`src/rtl/mem_port_arbiter_pkg.sv`:
```
// Shared types and defaults for the instruction/data memory port arbiter.
package mem_port_arbiter_pkg;

  // Memory access size as decoded by the control logic; encoding 2'd3 is illegal.
  typedef enum logic [1:0] {
    BYTE = 2'd0,
    HALF = 2'd1,
    WORD = 2'd2
  } mem_size_t;

  // Arbiter FSM states.
  typedef enum logic [1:0] {
    IDLE   = 2'd0,
    BUSY_I = 2'd1,
    BUSY_D = 2'd2,
    RESP   = 2'd3
  } arb_state_t;

  // Consecutive data grants allowed while a fetch waits (legal range 1..15).
  localparam int MAX_D_STREAK_DEF = 4;
  localparam int STREAK_W         = 4;

  // True when a data access cannot be issued: unaligned half/word or illegal size.
  function automatic logic is_misaligned(input logic [1:0] size, input logic [1:0] addr_lo);
    case (size)
      BYTE:    return 1'b0;
      HALF:    return addr_lo[0];
      WORD:    return |addr_lo;
      default: return 1'b1;
    endcase
  endfunction

endpackage

```
`src/rtl/mem_port_arbiter_if.sv`:
```
// Bundles the fetch-stage, memory-stage and memory-model signals of the arbiter.
// The master modport is the arbiter's view; slave is the view of everything around it.
interface mem_port_arbiter_if #(
  parameter int ADDR_W = 32,
  parameter int DATA_W = 32
) ();

  // Fetch stage
  logic              i_req_i;
  logic [ADDR_W-1:0] i_addr_i;
  logic              i_ack_o;
  logic [DATA_W-1:0] i_rdata_o;

  // Memory stage
  logic              d_req_i;
  logic              d_we_i;
  logic [1:0]        d_size_i;
  logic [ADDR_W-1:0] d_addr_i;
  logic [DATA_W-1:0] d_wdata_i;
  logic              d_ack_o;
  logic              d_err_o;
  logic [DATA_W-1:0] d_rdata_o;

  // Pipeline control
  logic              flush_i;
  logic              stall_o;

  // Memory model
  logic              mem_req_o;
  logic              mem_we_o;
  logic [ADDR_W-1:0] mem_addr_o;
  logic [3:0]        mem_be_o;
  logic [DATA_W-1:0] mem_wdata_o;
  logic              mem_ack_i;
  logic [DATA_W-1:0] mem_rdata_i;

  modport master (
    input  i_req_i, i_addr_i, d_req_i, d_we_i, d_size_i, d_addr_i, d_wdata_i,
           flush_i, mem_ack_i, mem_rdata_i,
    output i_ack_o, i_rdata_o, d_ack_o, d_err_o, d_rdata_o, stall_o,
           mem_req_o, mem_we_o, mem_addr_o, mem_be_o, mem_wdata_o
  );

  modport slave (
    output i_req_i, i_addr_i, d_req_i, d_we_i, d_size_i, d_addr_i, d_wdata_i,
           flush_i, mem_ack_i, mem_rdata_i,
    input  i_ack_o, i_rdata_o, d_ack_o, d_err_o, d_rdata_o, stall_o,
           mem_req_o, mem_we_o, mem_addr_o, mem_be_o, mem_wdata_o
  );

endinterface

```
`src/rtl/mem_lane_gen.sv`:
```
// Byte-enable and store-lane generator: maps access size and address low bits
// to byte enables, replicates store data across lanes and flags bad accesses.
module mem_lane_gen
  import mem_port_arbiter_pkg::*;
(
  input  logic [1:0]  size,
  input  logic [1:0]  addr_lo,
  input  logic [31:0] wdata,
  output logic [3:0]  be,
  output logic [31:0] wdata_lane,
  output logic        misaligned
);

  // Decode size into enables and replicated store data.
  always_comb begin
    // NOTE: every output gets a default first so no path through the case infers a latch.
    be         = 4'b0000;
    wdata_lane = '0;
    misaligned = is_misaligned(size, addr_lo);
    case (size)
      BYTE: begin
        be         = 4'b0001 << addr_lo;
        wdata_lane = {4{wdata[7:0]}};
      end
      HALF: begin
        be         = 4'b0011 << addr_lo;
        wdata_lane = {2{wdata[15:0]}};
      end
      WORD: begin
        be         = 4'b1111;
        wdata_lane = wdata;
      end
      default: ;
    endcase
  end

endmodule

```
`src/rtl/mem_port_arbiter.sv`:
```
// Shares one memory port between fetch and the memory stage. Tracks a single
// outstanding transaction, limits data-grant streaks so fetch cannot starve,
// rejects misaligned data accesses and drops fetch responses after a flush.
module mem_port_arbiter
  import mem_port_arbiter_pkg::*;
#(
  parameter int ADDR_W       = 32,
  parameter int DATA_W       = 32,
  parameter int MAX_D_STREAK = MAX_D_STREAK_DEF
) (
  input logic            clk,
  input logic            rst_n,
  mem_port_arbiter_if.master bus
);

  localparam logic [STREAK_W-1:0] STREAK_MAX = STREAK_W'(MAX_D_STREAK);

  arb_state_t          state;
  logic [STREAK_W-1:0] streak;
  logic                flush_pend;
  logic                mem_req_q;
  logic                mem_we_q;
  logic [ADDR_W-1:0]   mem_addr_q;
  logic [3:0]          mem_be_q;
  logic [DATA_W-1:0]   mem_wdata_q;
  logic [DATA_W-1:0]   rdata_q;
  logic                i_ack_q;
  logic                d_ack_q;
  logic                d_err_q;

  logic [3:0]          lane_be;
  logic [31:0]         lane_wdata;
  logic                lane_misaligned;
  logic                d_wins;
  logic                unused_i_addr_lo;

  mem_lane_gen u_lane_gen (
    .size       (bus.d_size_i),
    .addr_lo    (bus.d_addr_i[1:0]),
    .wdata      (bus.d_wdata_i),
    .be         (lane_be),
    .wdata_lane (lane_wdata),
    .misaligned (lane_misaligned)
  );

  // Data wins IDLE arbitration unless it has used up its streak while fetch waits.
  assign d_wins = bus.d_req_i && !(bus.i_req_i && (streak == STREAK_MAX));

  // Fetch addresses are word aligned; their low bits are never used.
  assign unused_i_addr_lo = ^bus.i_addr_i[1:0];

  // Arbitration FSM with registered memory-side and response outputs.
  always_ff @(posedge clk or negedge rst_n) begin
    if (!rst_n) begin
      state       <= IDLE;
      streak      <= '0;
      flush_pend  <= 1'b0;
      mem_req_q   <= 1'b0;
      mem_we_q    <= 1'b0;
      mem_addr_q  <= '0;
      mem_be_q    <= 4'b0000;
      mem_wdata_q <= '0;
      rdata_q     <= '0;
      i_ack_q     <= 1'b0;
      d_ack_q     <= 1'b0;
      d_err_q     <= 1'b0;
    end else begin
      // NOTE: non-blocking assignments, so a later assignment in this block overrides these defaults.
      i_ack_q <= 1'b0;
      d_ack_q <= 1'b0;
      d_err_q <= 1'b0;
      if (!bus.i_req_i) streak <= '0;

      case (state)
        IDLE: begin
          if (d_wins) begin
            if (bus.i_req_i) streak <= streak + 1'b1;
            if (lane_misaligned) begin
              state   <= RESP;
              d_ack_q <= 1'b1;
              d_err_q <= 1'b1;
            end else begin
              state       <= BUSY_D;
              mem_req_q   <= 1'b1;
              mem_we_q    <= bus.d_we_i;
              mem_addr_q  <= {bus.d_addr_i[ADDR_W-1:2], 2'b00};
              mem_be_q    <= lane_be;
              mem_wdata_q <= lane_wdata;
            end
          end else if (bus.i_req_i) begin
            streak      <= '0;
            state       <= BUSY_I;
            mem_req_q   <= 1'b1;
            mem_we_q    <= 1'b0;
            mem_addr_q  <= {bus.i_addr_i[ADDR_W-1:2], 2'b00};
            mem_be_q    <= 4'b1111;
            mem_wdata_q <= '0;
          end
        end

        BUSY_I: begin
          if (bus.mem_ack_i) begin
            rdata_q    <= bus.mem_rdata_i;
            mem_req_q  <= 1'b0;
            state      <= RESP;
            // A flush on the completing cycle also discards the response.
            i_ack_q    <= !(flush_pend || bus.flush_i);
            flush_pend <= flush_pend || bus.flush_i;
          end else if (bus.flush_i) begin
            flush_pend <= 1'b1;
          end
        end

        BUSY_D: begin
          if (bus.mem_ack_i) begin
            rdata_q   <= bus.mem_rdata_i;
            mem_req_q <= 1'b0;
            state     <= RESP;
            d_ack_q   <= 1'b1;
          end
        end

        RESP: begin
          flush_pend <= 1'b0;
          state      <= IDLE;
        end

        default: state <= IDLE;
      endcase
    end
  end

  assign bus.mem_req_o   = mem_req_q;
  assign bus.mem_we_o    = mem_we_q;
  assign bus.mem_addr_o  = mem_addr_q;
  assign bus.mem_be_o    = mem_be_q;
  assign bus.mem_wdata_o = mem_wdata_q;
  assign bus.i_ack_o     = i_ack_q;
  assign bus.i_rdata_o   = rdata_q;
  assign bus.d_ack_o     = d_ack_q;
  assign bus.d_err_o     = d_err_q;
  assign bus.d_rdata_o   = rdata_q;
  assign bus.stall_o     = (bus.i_req_i && !i_ack_q) || (bus.d_req_i && !d_ack_q);

endmodule
```
`src/flat_wrapper.sv`:
```
// flat-port wrapper written by rule: the top's interface ports become plain ports
module mem_port_arbiter_flat import mem_port_arbiter_pkg::*;
#(
  parameter int ADDR_W       = 32,
  parameter int DATA_W       = 32,
  parameter int MAX_D_STREAK = MAX_D_STREAK_DEF
)
  (clk, rst_n, bus_i_req_i, bus_i_addr_i, bus_d_req_i, bus_d_we_i, bus_d_size_i, bus_d_addr_i, bus_d_wdata_i, bus_flush_i, bus_mem_ack_i, bus_mem_rdata_i, bus_i_ack_o, bus_i_rdata_o, bus_d_ack_o, bus_d_err_o, bus_d_rdata_o, bus_stall_o, bus_mem_req_o, bus_mem_we_o, bus_mem_addr_o, bus_mem_be_o, bus_mem_wdata_o);
  mem_port_arbiter_if #(.ADDR_W(ADDR_W), .DATA_W(DATA_W)) bus_i ();
  input logic clk;
  input logic rst_n;
  input wire logic [$bits(bus_i.i_req_i)-1:0] bus_i_req_i;
  input wire logic [$bits(bus_i.i_addr_i)-1:0] bus_i_addr_i;
  input wire logic [$bits(bus_i.d_req_i)-1:0] bus_d_req_i;
  input wire logic [$bits(bus_i.d_we_i)-1:0] bus_d_we_i;
  input wire logic [$bits(bus_i.d_size_i)-1:0] bus_d_size_i;
  input wire logic [$bits(bus_i.d_addr_i)-1:0] bus_d_addr_i;
  input wire logic [$bits(bus_i.d_wdata_i)-1:0] bus_d_wdata_i;
  input wire logic [$bits(bus_i.flush_i)-1:0] bus_flush_i;
  input wire logic [$bits(bus_i.mem_ack_i)-1:0] bus_mem_ack_i;
  input wire logic [$bits(bus_i.mem_rdata_i)-1:0] bus_mem_rdata_i;
  output wire logic [$bits(bus_i.i_ack_o)-1:0] bus_i_ack_o;
  output wire logic [$bits(bus_i.i_rdata_o)-1:0] bus_i_rdata_o;
  output wire logic [$bits(bus_i.d_ack_o)-1:0] bus_d_ack_o;
  output wire logic [$bits(bus_i.d_err_o)-1:0] bus_d_err_o;
  output wire logic [$bits(bus_i.d_rdata_o)-1:0] bus_d_rdata_o;
  output wire logic [$bits(bus_i.stall_o)-1:0] bus_stall_o;
  output wire logic [$bits(bus_i.mem_req_o)-1:0] bus_mem_req_o;
  output wire logic [$bits(bus_i.mem_we_o)-1:0] bus_mem_we_o;
  output wire logic [$bits(bus_i.mem_addr_o)-1:0] bus_mem_addr_o;
  output wire logic [$bits(bus_i.mem_be_o)-1:0] bus_mem_be_o;
  output wire logic [$bits(bus_i.mem_wdata_o)-1:0] bus_mem_wdata_o;
  assign bus_i.i_req_i = bus_i_req_i;
  assign bus_i.i_addr_i = bus_i_addr_i;
  assign bus_i.d_req_i = bus_d_req_i;
  assign bus_i.d_we_i = bus_d_we_i;
  assign bus_i.d_size_i = bus_d_size_i;
  assign bus_i.d_addr_i = bus_d_addr_i;
  assign bus_i.d_wdata_i = bus_d_wdata_i;
  assign bus_i.flush_i = bus_flush_i;
  assign bus_i.mem_ack_i = bus_mem_ack_i;
  assign bus_i.mem_rdata_i = bus_mem_rdata_i;
  assign bus_i_ack_o = bus_i.i_ack_o;
  assign bus_i_rdata_o = bus_i.i_rdata_o;
  assign bus_d_ack_o = bus_i.d_ack_o;
  assign bus_d_err_o = bus_i.d_err_o;
  assign bus_d_rdata_o = bus_i.d_rdata_o;
  assign bus_stall_o = bus_i.stall_o;
  assign bus_mem_req_o = bus_i.mem_req_o;
  assign bus_mem_we_o = bus_i.mem_we_o;
  assign bus_mem_addr_o = bus_i.mem_addr_o;
  assign bus_mem_be_o = bus_i.mem_be_o;
  assign bus_mem_wdata_o = bus_i.mem_wdata_o;
  mem_port_arbiter #(.ADDR_W(ADDR_W), .DATA_W(DATA_W), .MAX_D_STREAK(MAX_D_STREAK)) u_core (.clk(clk), .rst_n(rst_n), .bus(bus_i));
endmodule
```
`config.mk`:
```
export PLATFORM = sky130hd
export DESIGN_NAME = mem_port_arbiter_flat
export DESIGN_NICKNAME = d
export VERILOG_FILES = /design/src/rtl/mem_port_arbiter_pkg.sv /design/src/rtl/mem_port_arbiter_if.sv /design/src/rtl/mem_lane_gen.sv /design/src/rtl/mem_port_arbiter.sv /design/src/flat_wrapper.sv
export SDC_FILE = /design/constraint.sdc
export NUM_CORES = 1
export LEC_CHECK = 0
export ABC_AREA = 0
export CORE_ASPECT_RATIO = 0.5
export CORE_UTILIZATION = 37
export DETAILED_ROUTE_END_ITERATION = 16
export GPL_TIMING_DRIVEN = 0
export HOLD_SLACK_MARGIN = 0.03
export PLACE_DENSITY = 0.77
export SYNTH_ARGS = -nofsm -noshare
export SYNTH_HDL_FRONTEND = slang
export SYNTH_SLANG_ARGS = --single-unit
```
`constraint.sdc`:
```
create_clock -name clk -period 1.7 [get_ports clk]
set_input_delay 0.34 -clock clk [delete_from_list [all_inputs] [get_ports clk]]
set_output_delay 0.34 -clock clk [all_outputs]
set_load 0.02 [all_outputs]
```
==> key figures, run 1 <==
Pwr
  • PnR Total Power: 15.9 mW
  • Internal power: between 10 and 15 mW
  • P_leak: 4.86 nW
  • Sw power: 5.83 mW
  • Comb pwr share: 0.567
  • VDD IR max: between 0.0006 and 0.0007 V
  • Clock Power Share: 0.144
  • Reg power frac: 0.289
  • Sw frac: 0.366
  • Pwr Density: between 1500 and 2000 mW/mm^2

Detailed routing
  • Post-route ant nets: 0
  • DR vias/cell: just under 5
  • Drt pass-1 iters: 4
  • Total number of vias: between 4000 and 5000
  • Routed len/inst: around 18 um
  • Total wire length: 17500 um
  • DRC Markers: 0
  • Initial DRC count: 260

Setup path
  • Crit Path Class: reg -> reg
  • FF-to-FF setup slack: -0.31 ns
  • Worst reg2reg path endpoint: u_core.bus.mem_addr_o[5]
  • Req. time, crit path: 1.93 ns
  • R2R Path Start: u_core.streak[0]
  • R2R depth: 8
  • Max FO, Critical Path: 5
  • Crit. End Element: register
  • CP arrival: about 2.2 ns
  • CP Launch Type: register

Clock tree
  • Num CTS Buffers: 9
  • CTS tree: done
  • H-Tree Level Count: 3
  • CTS root buf: clkbuf_16
  • Clock Pin Slew Worst Setup and Hold Paths: 0.07 ns
  • Hold-fix buffer count after cts: 0
  • Longest Clk Path Bufs: 2
  • Clock Sinks: 110
  • Clk_lat worst skew: 0.35 ns

STA
  • Rel. slew slack: 0.486
  • Worst clock skew: 0.00656 ns
  • Final Hold Viols: 0
  • Max Clk Rate: between 0.4 and 0.5 GHz
  • # setup viols final: 65
  • Setup ws final: -0.311 ns
  • Fin crit period: 2.01 ns
  • Slew Viols, Final: 0
  • Worst Tran Pin Value: about 0.77 ns
  • Period utilization: 1.18
  • RSZ-0062 raised after global routing: true
  • Fin Setup TNS: -11.79 ns

Run
  • Max_cap viols: 0

Synth
  • Top FF cell, synth: dfrtp_1
  • Syn_area_per_cell: around 12 um^2
  • Yosys reg bits: 110
  • Yosys cell types: 39
  • Count of flip-flops with a built-in enable after synthesis: 0
  • Ys async rst share: 1.00
  • Seq/Total Area, Yosys: 0.489
  • YS warnings: 0
  • Syn Inst Count: roughly 460
  • Synth Cell Area: 0.00563 mm^2

Placed design
  • DPL Wire Length: 12700 um
  • Port-buffer cells: 268
  • DP Worst Slack: -0.688 ns
  • GP Congestion: 0.838

Global route
  • Total grt overflow: 0
  • All-Layer GR Usage: 0.214
  • Initial antenna violation count: 1
  • Global-route wire length before repair: 25700 um
  • Number of global-route vias before repair: 4743
  • Largest net degree at the start of global routing: 59

Die
  • Die Y-Extent: slightly below 90 um
  • # IOs: 275
  • Row count: 31
  • Die width: 176 um
  • Initial core utilization: 0.384
  • CORE AREA: 0.0147 mm^2
  • Die area: between 0.015 and 0.02 mm^2

Final layout
  • Final core occ: 0.658
  • Synthesis-to-layout area growth: 71.4%
  • Multi-input logic area: roughly 0.0027 mm^2
  • Layout Nets: around 910
  • Register area: between 0.002 and 0.003 mm^2
  • Layout cells sized above 1: 0.335
  • Fillcell total: 1091

Status
  • Status: complete, but fails checks
  • Violated checks: setup timing

Worst hold path
  • HP Class: in -> async
[per-stage QoR]
stage	std cells	hold WS [ns]	cell area, um^2
finish	974	0.0770	9650
global route	974	0.124	9650
CTS	965	0.0920	9370
detailed placement	930	0.451	8620
global placement	929	0.441	8590
floorplan	463	0.0444	5660
[area by class of cell]
| class | count | share of cell area |
|---|---|---|
| Clock buffer | 11 | 0.0251 |
| Multi-Input combinational cell | 280 | 0.278 |
| Sequential cell | 110 | 0.285 |
| Timing Repair Buffer | 297 | 0.320 |
| Tap cell | 198 | 0.0257 |
| Inverter | 13 | 0.00506 |
| Clock inverter | 5 | 0.00855 |
| Antenna cell | 1 | 0.000259 |
| Buffer | 59 | 0.0525 |
[cell families (layout without fill, tap and decap cells)]
logic type	after synthesis	after routing	synth area share
fa+ha+maj	7	7	0.0156
simple gates	76	76	0.0720
buf+inv	73	385	0.0789
flops	110	110	0.489
other cells	1	3	0.000666
mux	133	133	0.278
compound gates	62	62	0.0658
[registers in the layout, indices dropped and copies added (netlist names), 2 cells and up]
name,count
u_core.streak,4
u_core.bus.mem_wdata_o,32
u_core.bus.d_rdata_o,32
u_core.bus.mem_addr_o,30
u_core.state,2
u_core.bus.mem_be_o,4
[cell usage in the layout, fill, tap and decap left out, drive strengths merged, types with 7 or more instances in the layout]
master         netlist  final
a21oi               33     33
and3                 9      9
buf                 51     82
clkbuf               9     19
clkdlybuf4s50        0    177
dfrtp              110    110
dlygate4sd2          0     42
dlymetal6s2s         0     47
ha                   7      7
inv                 13     13
mux2               122    122
mux2i               11     11
nand2               23     23
nor2                 7      7
nor2b                9      9
o21ai               12     12
o2bb2ai              7      7
or2                  8      8
[cell usage after synthesis, drive strengths merged (2+ instances only)]
cell	instances	area [um^2]
mux2	122	1460
dfrtp	110	2750
buf	51	362
a21oi	33	165
nand2	23	86.3
inv	13	48.8
o21ai	12	60.1
mux2i	11	110
and3	9	56.3
clkbuf	9	33.8
nor2b	9	56.3
or2	8	50.1
ha	7	87.6
nor2	7	26.3
o2bb2ai	7	61.3
nand2b	5	31.3
nand3	4	20.0
nand3b	3	22.5
a31oi	2	18.8
o21a	2	15.0
o22ai	2	18.8
or3	2	12.5
[power groups by stage]
stage          sequential, mW  combinational, mW  clock [mW]
5_1_grt                  4.75               9.54        2.46
3_3_place_gp             4.61               8.78           0
3_5_place_dp             4.66               8.92           0
4_1_cts                  4.61               9.03        2.36
6_report                 4.60               9.04        2.30
2_1_floorplan            5.95               3.47           0
[how the worst max path moves through the flow]
stage / from / endpoint / depth (start not counted)
2_1_floorplan: u_core.streak[0] / u_core.bus.mem_addr_o[10] / 7
4_1_cts: u_core.streak[0] / u_core.bus.mem_addr_o[5] / 8
3_5_place_dp: bus_d_size_i[1] / u_core.bus.mem_addr_o[13] / 7
6_report: u_core.streak[0] / u_core.bus.mem_addr_o[5] / 8
5_1_grt: u_core.streak[0] / u_core.bus.mem_addr_o[5] / 8
3_3_place_gp: rst_n / u_core.bus.mem_addr_o[14] / 1
[critical path, stage by stage (launching register included)]
cell and delay (ns):
dfrtp_1 0.41, inv_2 0.10, ha_4 0.14, nand4b_1 0.21, nand2_4 0.20, buf_12 0.14, buf_8 0.13, mux2_4 0.30
mux2_2 0.26
[metal layers]
| metal | track usage | up-vias | wire, um |
|---|---|---|---|
| li1 | - | 2190 | - |
| met1 | 0.263 | 2390 | 7350 |
| met2 | 0.397 | 132 | 9240 |
| met3 | 0.0340 | 24 | 621 |
| met4 | 0.0580 | 0 | 279 |
| met5 | 0 | - | 0 |
[timing repair]
action,in CTS,in global routing
endpoints found under the setup margin,144,120
cloned,2,0
resized for setup,120,76
buffers inserted,17,9
pin swaps,6,4
Power figures use the tool's default switching activity.
==> inputs of run 2 (changes only) <==
Settings changed: TNS_END_PERCENT set to 20.
==> run 2 against run 1 <==
The run still ends with setup timing left. Critical path depth unchanged. Setup slack better by 0.012 ns. Worst hold slack improved by 0.36 ns. Final area decreased by 3.4%. Sequential power hardly changed. Die area unchanged. Power is 3.0% lower. Largest power group unchanged.
==> key figures, run 2 (same netlist as run 1, synthesis figures left out) <==
Status
  • Status: complete, but fails checks
  • Violated checks: setup timing

Final layout
  • Most common cell after layout, fill and taps aside: clkdlybuf4s50_1
  • Layout Nets: 905
  • Synthesis-to-layout area growth: 65.6%
  • Layout cells sized above 1: 0.356
  • Most frequent cells in the layout: clkdlybuf4s50_1 (185), dfrtp_1 (110), buf_4 (84)
  • N_diodes: 0

Die
  • Row count: 31
  • CORE AREA: 0.0147 mm^2
  • Die Y-Extent: 89.2 um
  • Die width: 176 um
  • Die area: 0.0157 mm^2
  • Initial core utilization: 0.384
  • # IOs: roughly 280

Setup path
  • Crit Path Class: reg -> reg
  • R2R Path Start: u_core.streak[0]
  • Crit path capture: u_core.bus.mem_addr_o[23]
  • CP arrival: 2.22 ns
  • Req. time, crit path: 1.92 ns
  • Worst reg2reg path endpoint: u_core.bus.mem_addr_o[23]
  • CP Launch Type: register
  • FF-to-FF setup slack: -0.30 ns
  • R2R depth: 8
  • Max FO, Critical Path: 5
  • Crit. End Element: register
  • Critical Path Start: u_core.streak[0]

Worst hold path
  • HP Class: in -> async

STA
  • Period utilization: 1.18
  • Fin Setup TNS: -10.45 ns
  • # setup viols final: 62
  • Slew Viols, Final: 0
  • Worst clock skew: 0.0131 ns
  • Fin crit period: 2.00 ns
  • Worst Tran Pin Value: 0.551 ns
  • Final Hold Viols: 0
  • Rel. slew slack: 0.633
  • Setup ws final: -0.299 ns
  • Max Clk Rate: 0.500 GHz
  • RSZ-0062 raised after global routing: true

Clock tree
  • Num CTS Buffers: 9
  • CTS tree: done
  • H-Tree Level Count: 3
  • Clock Pin Slew Worst Setup and Hold Paths: around 0.070 ns
  • Longest Clk Path Bufs: 2
  • CTS root buf: clkbuf_16
  • Clk_lat worst skew: 0.34 ns
  • Clock Sinks: 110

Detailed routing
  • Total wire length: around 17000 um
  • DR vias/cell: 4.76
  • Post-route ant nets: 0
  • Routed len/inst: ~18 um
  • Drt pass-1 iters: 4
  • Initial DRC count: 235
  • Total number of vias: around 4600
  • DRC Markers: 0

Global route
  • Largest net degree at the start of global routing: 83
  • All-Layer GR Usage: 0.212
  • Total grt overflow: 0
  • Global-route wire length before repair: 25700 um
  • Number of global-route vias before repair: 4675
  • Initial antenna violation count: 0

Pwr
  • P_leak: 4.59 nW
  • Pwr Density: 1660 mW/mm^2
  • VDD IR max: 0.000710 V

Placed design
  • DPL Wire Length: approximately 13000 um
  • DP Worst Slack: -0.679 ns
  • Port-buffer cells: 268
  • GP Congestion: 0.815

Run
  • Max_cap viols: 0
==> run 2: final cells by class <==
type | count | area, um^2
Buffer | 60 | 502
Clock buffer | 9 | 225
Clock inverter | 7 | 48.8
Fill cell | 1161 | 5340
Inverter | 13 | 48.8
Multi-Input combinational cell | 280 | 2610
Sequential cell | 110 | 2750
Tap cell | 198 | 248
Timing Repair Buffer | 287 | 2880
==> run 2: per-stage QoR <==
step | hold WS, ns | instance area (um^2) | std cells | utilization | total power [mW]
finish | 0.437 | 9320 | 964 | 0.636 | 15.5
global route | 0.456 | 9320 | 964 | 0.636 | 16.2
CTS | 0.429 | 9200 | 963 | 0.627 | 15.6
detailed placement | 0.231 | 8610 | 930 | 0.588 | 13.6
global placement | 0.443 | 8590 | 929 | 0.586 | 13.4
floorplan | 0.0444 | 5660 | 463 | - | 9.41
==> run 2: power breakdown <==
| group | leakage [nW] | switching, mW | total, mW | internal [mW] |
|---|---|---|---|---|
| Combinational | 3.10 | 4.04 | 8.89 | 4.85 |
| Sequential | 1.36 | 0.782 | 4.61 | 3.83 |
| Clock | 0.136 | 0.969 | 1.97 | 0.998 |
| Total | 4.59 | 5.79 | 15.5 | 9.67 |
==> run 2: worst min path at each step <==
stage	slack (ns)	endpoint
2_1_floorplan	0.04	u_core.bus.d_ack_o
3_3_place_gp	0.44	u_core.bus.i_ack_o
3_5_place_dp	0.23	u_core.bus.mem_wdata_o[20]
4_1_cts	0.43	u_core.bus.mem_wdata_o[20]
5_1_grt	0.46	u_core.bus.mem_wdata_o[20]
6_report	0.44	u_core.bus.mem_wdata_o[20]
==> run 2: layer usage <==
layer | up-vias | wire (um) | track usage
li1 | 2170 | - | -
met1 | 2292 | 7350 | 0.264
met2 | 114 | 8990 | 0.390
met3 | 17 | 636 | 0.0323
met4 | 0 | 193 | 0.0572
met5 | - | 0 | 0
==> run 2: worst max-delay path, cell delays in order (launching register included) <==
cell	delay, ns
dfrtp_1	0.41
inv_2	0.10
ha_4	0.14
nand4b_1	0.21
nand2_4	0.21
buf_12	0.13
buf_8	0.12
mux2_4	0.30
mux2_4	0.27
==> run 2: timing repair <==
| action | CTS | global route |
|---|---|---|
| gates resized for setup | 113 | 55 |
| endpoints found under the setup margin | 149 | 136 |
| endpoints found under the hold margin | 28 | 0 |
| pin swaps | 3 | 3 |
| buffers inserted | 14 | 2 |
| cloned | 2 | 1 |
| hold buffers | 1 | 0 |
==> inputs of run 3 (changes only) <==
==> constraint.sdc (replaced) <==
create_clock -name clk -period 1.7 [get_ports clk]
set_input_delay 0.34 -clock clk [delete_from_list [all_inputs] [get_ports clk]]
set_output_delay 0.34 -clock clk [all_outputs]
set_load 0.005 [all_outputs]
==> run 3 against run 2 <==
The flow still finishes with violations (setup timing). Cell count is the same. Sequential power hardly changed. Sequential share of layout area increased by 0.16 points. Global-route usage about the same. First-iteration DRC count shrank 18%. Combinational power shrank 19%. Setup slack gained 0.0021 ns. Utilization is 0.33 points lower. Routed wire length is 1.0% lower. Critical endpoint unchanged. Largest power group unchanged. Highest routed layer unchanged.
==> key figures, run 3 (same netlist as run 1, synthesis figures left out) <==
Detailed routing
  • Initial DRC count: between 150 and 200
  • Routed len/inst: 17.6 um
  • Total wire length: 17000 um
  • Drt pass-1 iters: 5
  • Post-route ant nets: 0
  • Total number of vias: 4584
  • DRC Markers: 0
  • DR vias/cell: about 4.8

STA
  • RSZ-0062 raised after global routing: true
  • Fin Setup TNS: -10.53 ns
  • Setup ws final: -0.297 ns
  • Worst clock skew: 0.0116 ns
  • Slew Viols, Final: 0
  • Max Clk Rate: about 0.5 GHz
  • # setup viols final: 62
  • Period utilization: 1.17
  • Hold WS: approximately 0.43 ns
  • Fin crit period: between 1.5 and 2 ns
  • Final Hold Viols: 0
  • Worst Tran Pin Value: 0.562 ns
  • Rel. slew slack: 0.625

Clock tree
  • CTS tree: done
  • Num CTS Buffers: 9
  • Longest Clk Path Bufs: 2
  • CTS root buf: clkbuf_16
  • Clk_lat worst skew: 0.34 ns
  • Clock Sinks: 110
  • H-Tree Level Count: 3
  • Clock Pin Slew Worst Setup and Hold Paths: 0.07 ns

Setup path
  • CP Cell Sequence: inv_2 -> ha_4 -> nand4b_1 -> nand2_4 -> buf_12 -> buf_8 -> mux2_4 -> mux2_4
  • Top cell by count, worst path: mux2_4
  • Max FO, Critical Path: 5
  • CP Launch Type: register
  • Crit. End Element: register
  • Crit Path Class: reg -> reg
  • CP arrival: approximately 2.2 ns
  • Critical Path Max Stage Delay: 0.41 ns
  • Top delay family on crit path: multiplexers
  • Max stage delay cell, worst path: dfrtp_1
  • Req. time, crit path: 1.93 ns
  • Buf/Inv on CP: 3

Placed design
  • Port-buffer cells: 268
  • DPL Wire Length: 12800 um
  • GP Congestion: just over 0.8

Pwr
  • Pwr Density: 1490 mW/mm^2
  • PnR Total Power: 13.8 mW
  • VDD IR max: 0.000610 V
  • P_leak: 4.16 nW

Final layout
  • Layout cells sized above 1: 0.342
  • Most common cell after layout, fill and taps aside: clkdlybuf4s50_1
  • Most frequent cells in the layout: clkdlybuf4s50_1 (241), dfrtp_1 (110), mux2_2 (78)
  • N_diodes: 0
  • Layout Nets: 905
  • Fillcell total: 1164
  • Synthesis-to-layout area growth: 64.7%

Die
  • Row count: 31
  • Die Y-Extent: between 80 and 90 um
  • Die area: 0.0157 mm^2
  • Initial core utilization: 0.384
  • # IOs: 275
  • Die width: approximately 180 um
  • CORE AREA: between 0.01 and 0.015 mm^2

Status
  • Status: complete, but fails checks
  • Violated checks: setup timing

Global route
  • Global-route wire length before repair: 25700 um
  • All-Layer GR Usage: 0.212
  • Total grt overflow: 0
  • Number of global-route vias before repair: 4679
  • Largest net degree at the start of global routing: 83
  • Initial antenna violation count: 0

Worst hold path
  • HP Class: in -> async

Run
  • Max_cap viols: 0
## run 3: per-stage QoR
stage,worst slack (ns),util,instances,cell area [um^2]
after floorplan,-0.0945,-,463,5660
after global placement,-4.08,0.586,929,8590
after detailed placement,-0.679,0.588,930,8610
after CTS,-0.246,0.633,963,9290
after global routing,-0.382,0.632,964,9270
final,-0.297,0.632,964,9270
## run 3: final timing paths
kind	depth (start not counted)	slack, ns	from	endpoint
setup / recovery	8	-0.30	u_core.streak[0]	u_core.bus.mem_addr_o[23]
hold / removal	2	0.43	rst_n	u_core.bus.mem_wdata_o[20]
setup reg to reg	8	-0.30	u_core.streak[0]	u_core.bus.mem_addr_o[23]
hold reg to reg	1	0.46	u_core.flush_pend	u_core.bus.i_ack_o
max in group asynchronous	3	0.57	rst_n	u_core.bus.mem_addr_o[6]
min in group clk	1	0.46	u_core.flush_pend	u_core.bus.i_ack_o
## run 3: cell type report
| class | instances | area [um^2] | area share |
|---|---|---|---|
| inverter | 13 | 48.8 | 0.00526 |
| clock buffer | 9 | 225 | 0.0243 |
| timing repair buffer | 287 | 2840 | 0.306 |
| multi-input combinational | 280 | 2610 | 0.282 |
| sequential | 110 | 2750 | 0.297 |
| tap | 198 | 248 | 0.0267 |
| clock inverter | 7 | 48.8 | 0.00526 |
| buffer | 60 | 500 | 0.0540 |
## run 3: power by group
part / total (mW) / internal (mW) / switching, mW
clock: 1.97 / 0.998 / 0.970
combinational: 7.24 / 5.02 / 2.22
sequential: 4.63 / 3.83 / 0.799
total: 13.8 / 9.85 / 3.99
## run 3: repair_timing
| item | 4_1_cts | 5_1_grt |
|---|---|---|
| hold buffers | 1 | 0 |
| buffers inserted | 14 | 2 |
| cloned | 2 | 1 |
| gates resized for setup | 71 | 36 |
| pin swaps | 3 | 3 |
| endpoints found under the hold margin | 28 | 0 |
| endpoints found under the setup margin | 108 | 118 |
## run 3: routing by layer
layer / track usage / vias up / routed length [um]
li1: - / 2170 / -
met1: 0.264 / 2270 / 7200
met2: 0.389 / 123 / 8850
met3: 0.0332 / 21 / 683
met4: 0.0572 / 0 / 248
met5: 0 / - / 0
